### src/rtl/vga_timing_generator_pkg.sv
// Shared types and default 640x480@60 timing for the VGA scan pipeline.
// Latency: n/a (types only). Backpressure: n/a.
// Consumers: the timing generator and every object block reading drawCoordinates.
package vga_pkg;

    localparam int VGA_H_ACTIVE     = 640;
    localparam int VGA_H_FP         = 16;
    localparam int VGA_H_SYNC       = 96;
    localparam int VGA_H_BP         = 48;
    localparam int VGA_V_ACTIVE     = 480;
    localparam int VGA_V_FP         = 10;
    localparam int VGA_V_SYNC       = 2;
    localparam int VGA_V_BP         = 33;
    localparam int VGA_PIPE_LATENCY = 2;

    typedef logic [1:0][10:0] coord_t;

    typedef enum logic {
        AXIS_X = 1'b0,
        AXIS_Y = 1'b1
    } coord_axis_e;

    typedef struct packed {
        logic [2:0] r;
        logic [2:0] g;
        logic [1:0] b;
    } rgb332_t;

    // Replicating the MSB keeps full-scale 3-bit values at full-scale 4-bit.
    function automatic logic [3:0] expand3(input logic [2:0] c);
        return {c, c[2]};
    endfunction

endpackage

### src/rtl/vga_timing_generator_pipe_delay.sv
// Fixed-depth shift register; DEPTH=0 degenerates to a wire.
// Latency: DEPTH clocks. Backpressure: none, shifts every clock.
// All stages reset to RESET_VAL so the output is idle while refilling.
module pipe_delay #(
    parameter int               WIDTH     = 3,
    parameter int               DEPTH     = 2,
    parameter logic [WIDTH-1:0] RESET_VAL = '0
) (
    input  logic             clk,
    input  logic             resetN,
    input  logic [WIDTH-1:0] i_dat,
    output logic [WIDTH-1:0] o_dat
);

    generate
        if (DEPTH == 0) begin : g_wire
            assign o_dat = i_dat;
        end else begin : g_shift
            logic [DEPTH-1:0][WIDTH-1:0] r_stage;

            always_ff @(posedge clk or negedge resetN) begin
                if (!resetN) begin
                    r_stage <= {DEPTH{RESET_VAL}};
                end else begin
                    r_stage[0] <= i_dat;
                    for (int i = 1; i < DEPTH; i++) begin
                        r_stage[i] <= r_stage[i-1];
                    end
                end
            end

            assign o_dat = r_stage[DEPTH-1];
        end
    endgenerate

endmodule

### src/rtl/vga_timing_generator.sv
// VGA scan counters, start-of-frame strobe, and sync/blank aligned to returning RGB.
// Latency: pins lag drawCoordinates by PIPE_LATENCY+1 clocks. Backpressure: none.
// Free-running: one counter step per clock, no stall input.
module vga_timing_generator
    import vga_pkg::*;
#(
    parameter int H_ACTIVE     = VGA_H_ACTIVE,
    parameter int H_FP         = VGA_H_FP,
    parameter int H_SYNC       = VGA_H_SYNC,
    parameter int H_BP         = VGA_H_BP,
    parameter int V_ACTIVE     = VGA_V_ACTIVE,
    parameter int V_FP         = VGA_V_FP,
    parameter int V_SYNC       = VGA_V_SYNC,
    parameter int V_BP         = VGA_V_BP,
    parameter int PIPE_LATENCY = VGA_PIPE_LATENCY
) (
    input  logic       clk,
    input  logic       resetN,
    input  logic [7:0] RGBIn,
    output coord_t     drawCoordinates,
    output logic       startOfFrame,
    output logic       hsyncN,
    output logic       vsyncN,
    output logic       blankN,
    output logic [3:0] red,
    output logic [3:0] green,
    output logic [3:0] blue
);

    localparam int H_TOTAL = H_ACTIVE + H_FP + H_SYNC + H_BP;
    localparam int V_TOTAL = V_ACTIVE + V_FP + V_SYNC + V_BP;

    localparam logic [10:0] C_H_LAST   = 11'(H_TOTAL - 1);
    localparam logic [10:0] C_V_LAST   = 11'(V_TOTAL - 1);
    localparam logic [10:0] C_H_ACT    = 11'(H_ACTIVE);
    localparam logic [10:0] C_V_ACT    = 11'(V_ACTIVE);
    localparam logic [10:0] C_HS_START = 11'(H_ACTIVE + H_FP);
    localparam logic [10:0] C_HS_END   = 11'(H_ACTIVE + H_FP + H_SYNC);
    localparam logic [10:0] C_VS_START = 11'(V_ACTIVE + V_FP);
    localparam logic [10:0] C_VS_END   = 11'(V_ACTIVE + V_FP + V_SYNC);

    logic [10:0] r_h_cnt;
    logic [10:0] r_v_cnt;
    logic        r_sof;
    logic [10:0] w_h_next;
    logic [10:0] w_v_next;

    always_comb begin
        w_h_next = r_h_cnt + 11'd1;
        w_v_next = r_v_cnt;
        if (r_h_cnt == C_H_LAST) begin
            w_h_next = '0;
            w_v_next = (r_v_cnt == C_V_LAST) ? '0 : r_v_cnt + 11'd1;
        end
    end

    // The strobe is decoded from the next count so it lines up with (0, V_ACTIVE).
    always_ff @(posedge clk or negedge resetN) begin
        if (!resetN) begin
            r_h_cnt <= '0;
            r_v_cnt <= '0;
            r_sof   <= 1'b0;
        end else begin
            r_h_cnt <= w_h_next;
            r_v_cnt <= w_v_next;
            r_sof   <= (w_h_next == '0) && (w_v_next == C_V_ACT);
        end
    end

    assign drawCoordinates[AXIS_X] = r_h_cnt;
    assign drawCoordinates[AXIS_Y] = r_v_cnt;
    assign startOfFrame            = r_sof;

    logic [2:0] w_raw;
    logic [2:0] w_dly;

    assign w_raw[2] = (r_h_cnt < C_H_ACT) && (r_v_cnt < C_V_ACT);
    assign w_raw[1] = !((r_h_cnt >= C_HS_START) && (r_h_cnt < C_HS_END));
    assign w_raw[0] = !((r_v_cnt >= C_VS_START) && (r_v_cnt < C_VS_END));

    pipe_delay #(
        .WIDTH     (3),
        .DEPTH     (PIPE_LATENCY),
        .RESET_VAL (3'b011)
    ) u_pipe_delay (
        .clk    (clk),
        .resetN (resetN),
        .i_dat  (w_raw),
        .o_dat  (w_dly)
    );

    rgb332_t    w_rgb;
    logic       r_blank;
    logic       r_hs;
    logic       r_vs;
    logic [3:0] r_red;
    logic [3:0] r_green;
    logic [3:0] r_blue;

    assign w_rgb = rgb332_t'(RGBIn);

    // RGBIn for pixel N arrives together with the delayed flags for pixel N.
    always_ff @(posedge clk or negedge resetN) begin
        if (!resetN) begin
            r_blank <= 1'b0;
            r_hs    <= 1'b1;
            r_vs    <= 1'b1;
            r_red   <= '0;
            r_green <= '0;
            r_blue  <= '0;
        end else begin
            r_blank <= w_dly[2];
            r_hs    <= w_dly[1];
            r_vs    <= w_dly[0];
            r_red   <= w_dly[2] ? expand3(w_rgb.r) : 4'h0;
            r_green <= w_dly[2] ? expand3(w_rgb.g) : 4'h0;
            r_blue  <= w_dly[2] ? {w_rgb.b, w_rgb.b} : 4'h0;
        end
    end

    assign blankN = r_blank;
    assign hsyncN = r_hs;
    assign vsyncN = r_vs;
    assign red    = r_red;
    assign green  = r_green;
    assign blue   = r_blue;

endmodule

### config.mk
export PLATFORM = sky130hd
export DESIGN_NAME = vga_timing_generator
export DESIGN_NICKNAME = d
export VERILOG_FILES = /design/src/rtl/vga_timing_generator_pkg.sv /design/src/rtl/vga_timing_generator_pipe_delay.sv /design/src/rtl/vga_timing_generator.sv
export SDC_FILE = /design/constraint.sdc
export NUM_CORES = 1
export LEC_CHECK = 0
export CORE_MARGIN = 1.5
export CORE_UTILIZATION = 32
export DETAILED_ROUTE_END_ITERATION = 8
export PLACE_DENSITY = 0.66
export SLEW_MARGIN = 20
export SYNTH_ARGS = -nofsm -noshare
export SYNTH_HDL_FRONTEND = slang
export SYNTH_SLANG_ARGS = --single-unit
export TNS_END_PERCENT = 100
### constraint.sdc
create_clock -name clk -period 5.21 [get_ports clk]
set_clock_uncertainty 0.15 [all_clocks]
set_input_delay 0.7815 -clock clk [delete_from_list [all_inputs] [get_ports clk]]
set_output_delay 0.7815 -clock clk [all_outputs]
set_load 0.03 [all_outputs]
# After elaboration in Yosys (flattened, before gate mapping)
# Cells that the tools add are included.
word_totals:
  register_bits: 44
  latchBits: 0
  ram_bits: 0
  mem_bits_ro: 0
  inputBits: 10
  word_cells: 35
  mem_count: 0
op_classes:
  addsub: 2
  multipliers: 0
  div_mod_pow: 0
  n_lt_le_gt_ge: 6
  eq_ne: 3
  shifts: 0
  n_mux: 6
  bitwise_logic: 0
  reduce_logical: 7
ops:
  columns: ["cell", "count"]
  rows:
  - ["two-way mux 11 bit", 3]
  - ["adder 11 x 1 -> 11 bit (second input constant)", 2]
  - ["== test 11 x 10 -> 1 bit (second input constant)", 2]
  - ["less-than comparator 11 x 10 -> 1 bit (second input constant)", 2]
  - ["less-than comparator 11 x 9 -> 1 bit (second input constant)", 2]
  - ["two-way mux 4 bit", 3]
  - ["== test 11 x 9 -> 1 bit (second input constant)", 1]
  - [">= comparator 11 x 10 -> 1 bit (second input constant)", 1]
  - [">= comparator 11 x 9 -> 1 bit (second input constant)", 1]
  - ["zero test 11 bit", 1]
  - ["logical AND 1 bit", 4]
  - ["zero test 1 bit", 2]

# Longest topological paths before layout
logic_depth:
  depth_word: 5
  ltp_mapped: 8

# Cells and area by module
# A second synthesis with hierarchy kept.
unflattened:
  hier_cells: 191
  hier_area_um2: 1999.4
modules_own_cells:
  columns: ["mod", "n_inst", "cells_per_inst", "area_per_inst_um2", "seq_area_each_um2"]
  rows:
  - ["vga_timing_generator", 1, 182, 1821.7, 853.3]
  - ["pipe_delay", 1, 9, 177.7, 155.1]

# Worst setup path after synthesis
# No wires, ideal clock.
synth_path:
  path_kind: "register to register"
  startpoint: "register r_h_cnt[0]"
  endpoint: "register r_sof, in the netlist startOfFrame"
  setup_ns: 0.095
  arrival_ns: 2.312
  slack_ns: 2.653
  stages_incl_launch_ff: 8
  period_less_slack_ns: 2.557
  path_cell_list: "dfrtp_1 -> ha_1 -> and3_1 -> nand4_4 -> o41ai_2 -> nand4b_1 -> a2111oi_0 -> nor4b_2"
synth_via:
  elab_chain_len: 4
synth_rtl:
  columns: ["item", "line_no", "source"]
  rows:
  - ["start: declaration", "vga_timing_generator.sv:42", "logic [10:0] r_h_cnt;"]
  - ["start signal: assignment", "vga_timing_generator.sv:64", "r_h_cnt <= w_h_next;"]
  - ["adder 11 x 1 -> 11 bit or == test 11 x 10 -> 1 bit (tied branches)", "vga_timing_generator.sv:49, vga_timing_generator.sv:51", null]
  - ["two-way mux 11 bit", "vga_timing_generator.sv:51", "if (r_h_cnt == C_H_LAST) begin"]
  - ["zero test 11 bit or == test 11 x 9 -> 1 bit (tied branches)", "vga_timing_generator.sv:66", "r_sof <= (w_h_next == '0) && (w_v_next == C_V_ACT);"]
  - ["logical AND 1 bit (*)", "vga_timing_generator.sv:66", null]
  - ["end signal: assignment", "vga_timing_generator.sv:66", null]
  - ["end: declaration", "vga_timing_generator.sv:44", "logic r_sof;"]
# Mark *: on every way between the ends. The rest lies on a longest branch, timed or not.

# Worst setup path in the final report
# Same ends and word-level chain as after synthesis.

==> impl_metrics.yaml <==
cells_and_area:
  layout-drive-gt1-share: 0.0763
  final_nets: 248
  stdcell_area_um2: 2580
  regArea_um2: 1010
  antenna_cells: 0
  multi_input_area_um2: 898
  nFillCells: 585
  postLayoutCoreUtil: 0.431
  syn_to_final_growth_pct: 29.1
worst_hold_path:
  holdPathStages: 0
  hold_class: "reg -> reg"
place:
  dp_hpwl_um: 3250
  placed_area_um2: 2480
  gp_congestion: 0.890
  numPortBuffers: 47
floorplanning:
  top_level_ports: 48
  rows: 28
  fp.dieH_um: 82.1
  chipWidth_um: 82.1
  dieArea_um2: 6740
  coreArea_um2: 5990
  initial_utilization: 0.334
global_routing:
  grt_max_degree: 41
  grt_antenna_before_repair: 0
  grt_usage: 0.149
  first_global_vias: 1482
  grt_pass1_wl_um: 7500
  grt_overflow: 0
worst_setup_path:
  reg2regPathDepth: 7
  crit_arrival_ns: 2.87
  r2r_slack_ns: 2.39
  startpoint_type: "flop"
  path_max_fanout: 17
  cp.required_ns: 5.26
  critPathKind: "reg -> reg"
  crit_path_end_kind: "flop"
sta:
  drv_slew: 0
  holdWs_ns: 0.201
  finalSetupViolations: 0
  tightest_slew_ns: 0.851
  slew-limit-headroom: 0.432
  finalHoldViolations: 0
  max_freq_mhz: 354
  timing.final.crit_share: 0.542
  period_needed_ns: 2.82
  rsz0062_at_grt: "no"
  finalSetupTns_ns: 0
cts:
  cts_max_level: 2
  clock-sinks: 40
  post_cts_resized: 0
  cts_setup_buffers: 0
  cts_tree: "yes"
  clk_latency_ns: 0.29
  path_clk_slew_ns: 0.08
  hold_buffers: 0
  cts_buffer_depth: 2
  root_buffer: "clkbuf_8"
  cts_buffers: 5
pwr:
  p_comb_frac: 0.056
  seqPwrFrac: 0.528
  p_switching_uw: 125
  leakage_uw: 0.00103
  swShare: 0.210
  power_uw: 596
  power.density_cell_area_nw_per_um2: 230
  power.internal_uw: 471
  power_frac_clock: 0.416
  ir_worst_vdd_uv: 100
routing:
  drtAntennaViolNets: 0
  num_vias: 1627
  wire_per_inst_um: 14.8
  wirelength_um: 4600
  via_per_inst: 5.23
  drc: 0
  dr.pass1.iters: 4
  drtIter0Drc: 95
synthesis:
  synth-seq-cells: 40
  synth_cell_types: 45
  ys_seq_area_frac: 0.504
  syn_area_um2: 2000
  synth_nets: 209
  postSynthAreaPerCell_um2: 10.2
  synthCells: 196
  ys_warn_count: 0
run_status:
  outcome: "completed"
run:
  maxCapViolCount: 0
kinds of logic (layout without fill, tap and decap cells):
kind of cell	after synthesis	after routing	share of synthesized area
AO/OA/AOI/OAI	46	46	0.151
flip-flops	40	40	0.504
XOR/XNOR	11	11	0.0481
buffers and inverters	18	58	0.0475
adder cells (fa/ha/maj)	3	3	0.0188
AND/OR/NAND/NOR	78	78	0.231
stage by stage:
step | setup WS [ns] | std cells
3_3_place_gp | 2.59 | 303
6_report | 2.39 | 311
3_5_place_dp | 2.46 | 303
2_1_floorplan | 2.65 | 196
5_1_grt | 2.08 | 311
4_1_cts | 2.44 | 311
layout by cell type (no fill, tap or decap), drive strengths merged, types with 2 or more instances in the layout:
cell type	instances
a21oi	4
a31oi	3
and2	9
and3	6
and4	2
clkbuf	6
clkdlybuf4s50	46
dfrtp	34
dfstp	6
ha	3
inv	3
nand2	13
nand2b	2
nand3	11
nand4	6
nor2	13
nor3	4
nor4	4
nor4b	4
o211ai	2
o21a	2
o21ai	17
o31ai	7
xnor2	4
xor2	7
per-layer routing:
| layer | routed length [um] | GRT usage | up-vias |
|---|---|---|---|
| met5 | 0 | 0 | - |
| met4 | 65 | 0.0458 | 0 |
| met3 | 324 | 0.0385 | 5 |
| met2 | 2080 | 0.227 | 63 |
| met1 | 2130 | 0.206 | 775 |
| li1 | - | - | 784 |
registers in the layout (all words and copies together) (netlist names), 2 cells and up:
register	flops
blue	2
green	3
r_h_cnt	11
r_v_cnt	11
red	3
u_pipe_delay.g_shift.r_stage	3
u_pipe_delay.o_dat	3
synthesized netlist by cell type:
| library cell | instances | area, um2 |
|---|---|---|
| o211ai_1 | 2 | 15.0 |
| a2111oi_0 | 1 | 8.76 |
| a22oi_1 | 1 | 7.51 |
| clkbuf_1 | 6 | 22.5 |
| o22ai_1 | 1 | 6.26 |
| and2_1 | 9 | 56.3 |
| and4_1 | 2 | 17.5 |
| xnor2_1 | 4 | 35.0 |
| o21ai_0 | 17 | 85.1 |
| buf_4 | 4 | 30.0 |
| nor4bb_1 | 1 | 10.0 |
| nand2b_1 | 2 | 12.5 |
| a31oi_1 | 3 | 18.8 |
| nor2b_1 | 1 | 6.26 |
| nor3_1 | 4 | 20.0 |
| o21a_1 | 2 | 15.0 |
| a21o_1 | 1 | 7.51 |
| nand3_1 | 11 | 55.1 |
| o31ai_1 | 7 | 52.6 |
| o2bb2ai_1 | 1 | 8.76 |
| inv_1 | 3 | 11.3 |
| a41oi_1 | 1 | 8.76 |
| nor4_1 | 4 | 25.0 |
| buf_6 | 1 | 11.3 |
| ha_1 | 3 | 37.5 |
| nor2_1 | 13 | 48.8 |
| o2111ai_1 | 1 | 8.76 |
| nand4_1 | 5 | 31.3 |
| or3_1 | 1 | 6.26 |
| nor4b_1 | 2 | 17.5 |
| dfrtp_1 | 34 | 851 |
| o41ai_2 | 1 | 16.3 |
| o21bai_1 | 1 | 7.51 |
| nand2_1 | 13 | 48.8 |
| nand4_4 | 1 | 21.3 |
| buf_2 | 4 | 20.0 |
| o31a_1 | 1 | 8.76 |
| nand4b_1 | 1 | 8.76 |
| and3_1 | 6 | 37.5 |
| dfstp_2 | 6 | 158 |
| nor4b_4 | 1 | 23.8 |
| a21boi_0 | 1 | 7.51 |
| nor4b_2 | 1 | 15.0 |
| xor2_1 | 7 | 61.3 |
| a21oi_1 | 4 | 20.0 |
cell type report:
class	count	share of cell area
clock buffer	6	0.0281
sequential	40	0.390
tap	75	0.0363
inverter	3	0.00436
clock inverter	2	0.0136
multi-input combinational	138	0.348
timing repair buffer	47	0.180
power groups by stage:
stage / combinational [uW] / clock [uW] / sequential (uW)
after floorplan: 7.73 / 0 / 327
after global placement: 33.8 / 0 / 320
after detailed placement: 33.9 / 0 / 321
after CTS: 34.0 / 256 / 315
after global routing: 36.5 / 267 / 315
final: 33.1 / 248 / 315
path summary, 6_finish.rpt:
kind | from | to
max in group asynchronous | resetN | r_v_cnt[5]$_DFF_PN0_
min in group asynchronous | resetN | r_h_cnt[4]$_DFF_PN0_
setup / recovery | r_h_cnt[0]$_DFF_PN0_ | startOfFrame$_DFF_PN0_
hold reg to reg | u_pipe_delay.g_shift.r_stage[2]$_DFF_PN0_ | u_pipe_delay.o_dat[2]$_DFF_PN0_
setup reg to reg | r_h_cnt[0]$_DFF_PN0_ | startOfFrame$_DFF_PN0_
hold / removal | u_pipe_delay.g_shift.r_stage[2]$_DFF_PN0_ | u_pipe_delay.o_dat[2]$_DFF_PN0_
critical path, cell delays in order (launching register included):
cell and delay, ns:
dfrtp_1 0.45, ha_1 0.33, and3_1 0.32, nand4_4 0.28, o41ai_2 0.41, nand4b_1 0.12, a2111oi_0 0.38, nor4b_2 0.28
Power figures use the tool's default switching activity.
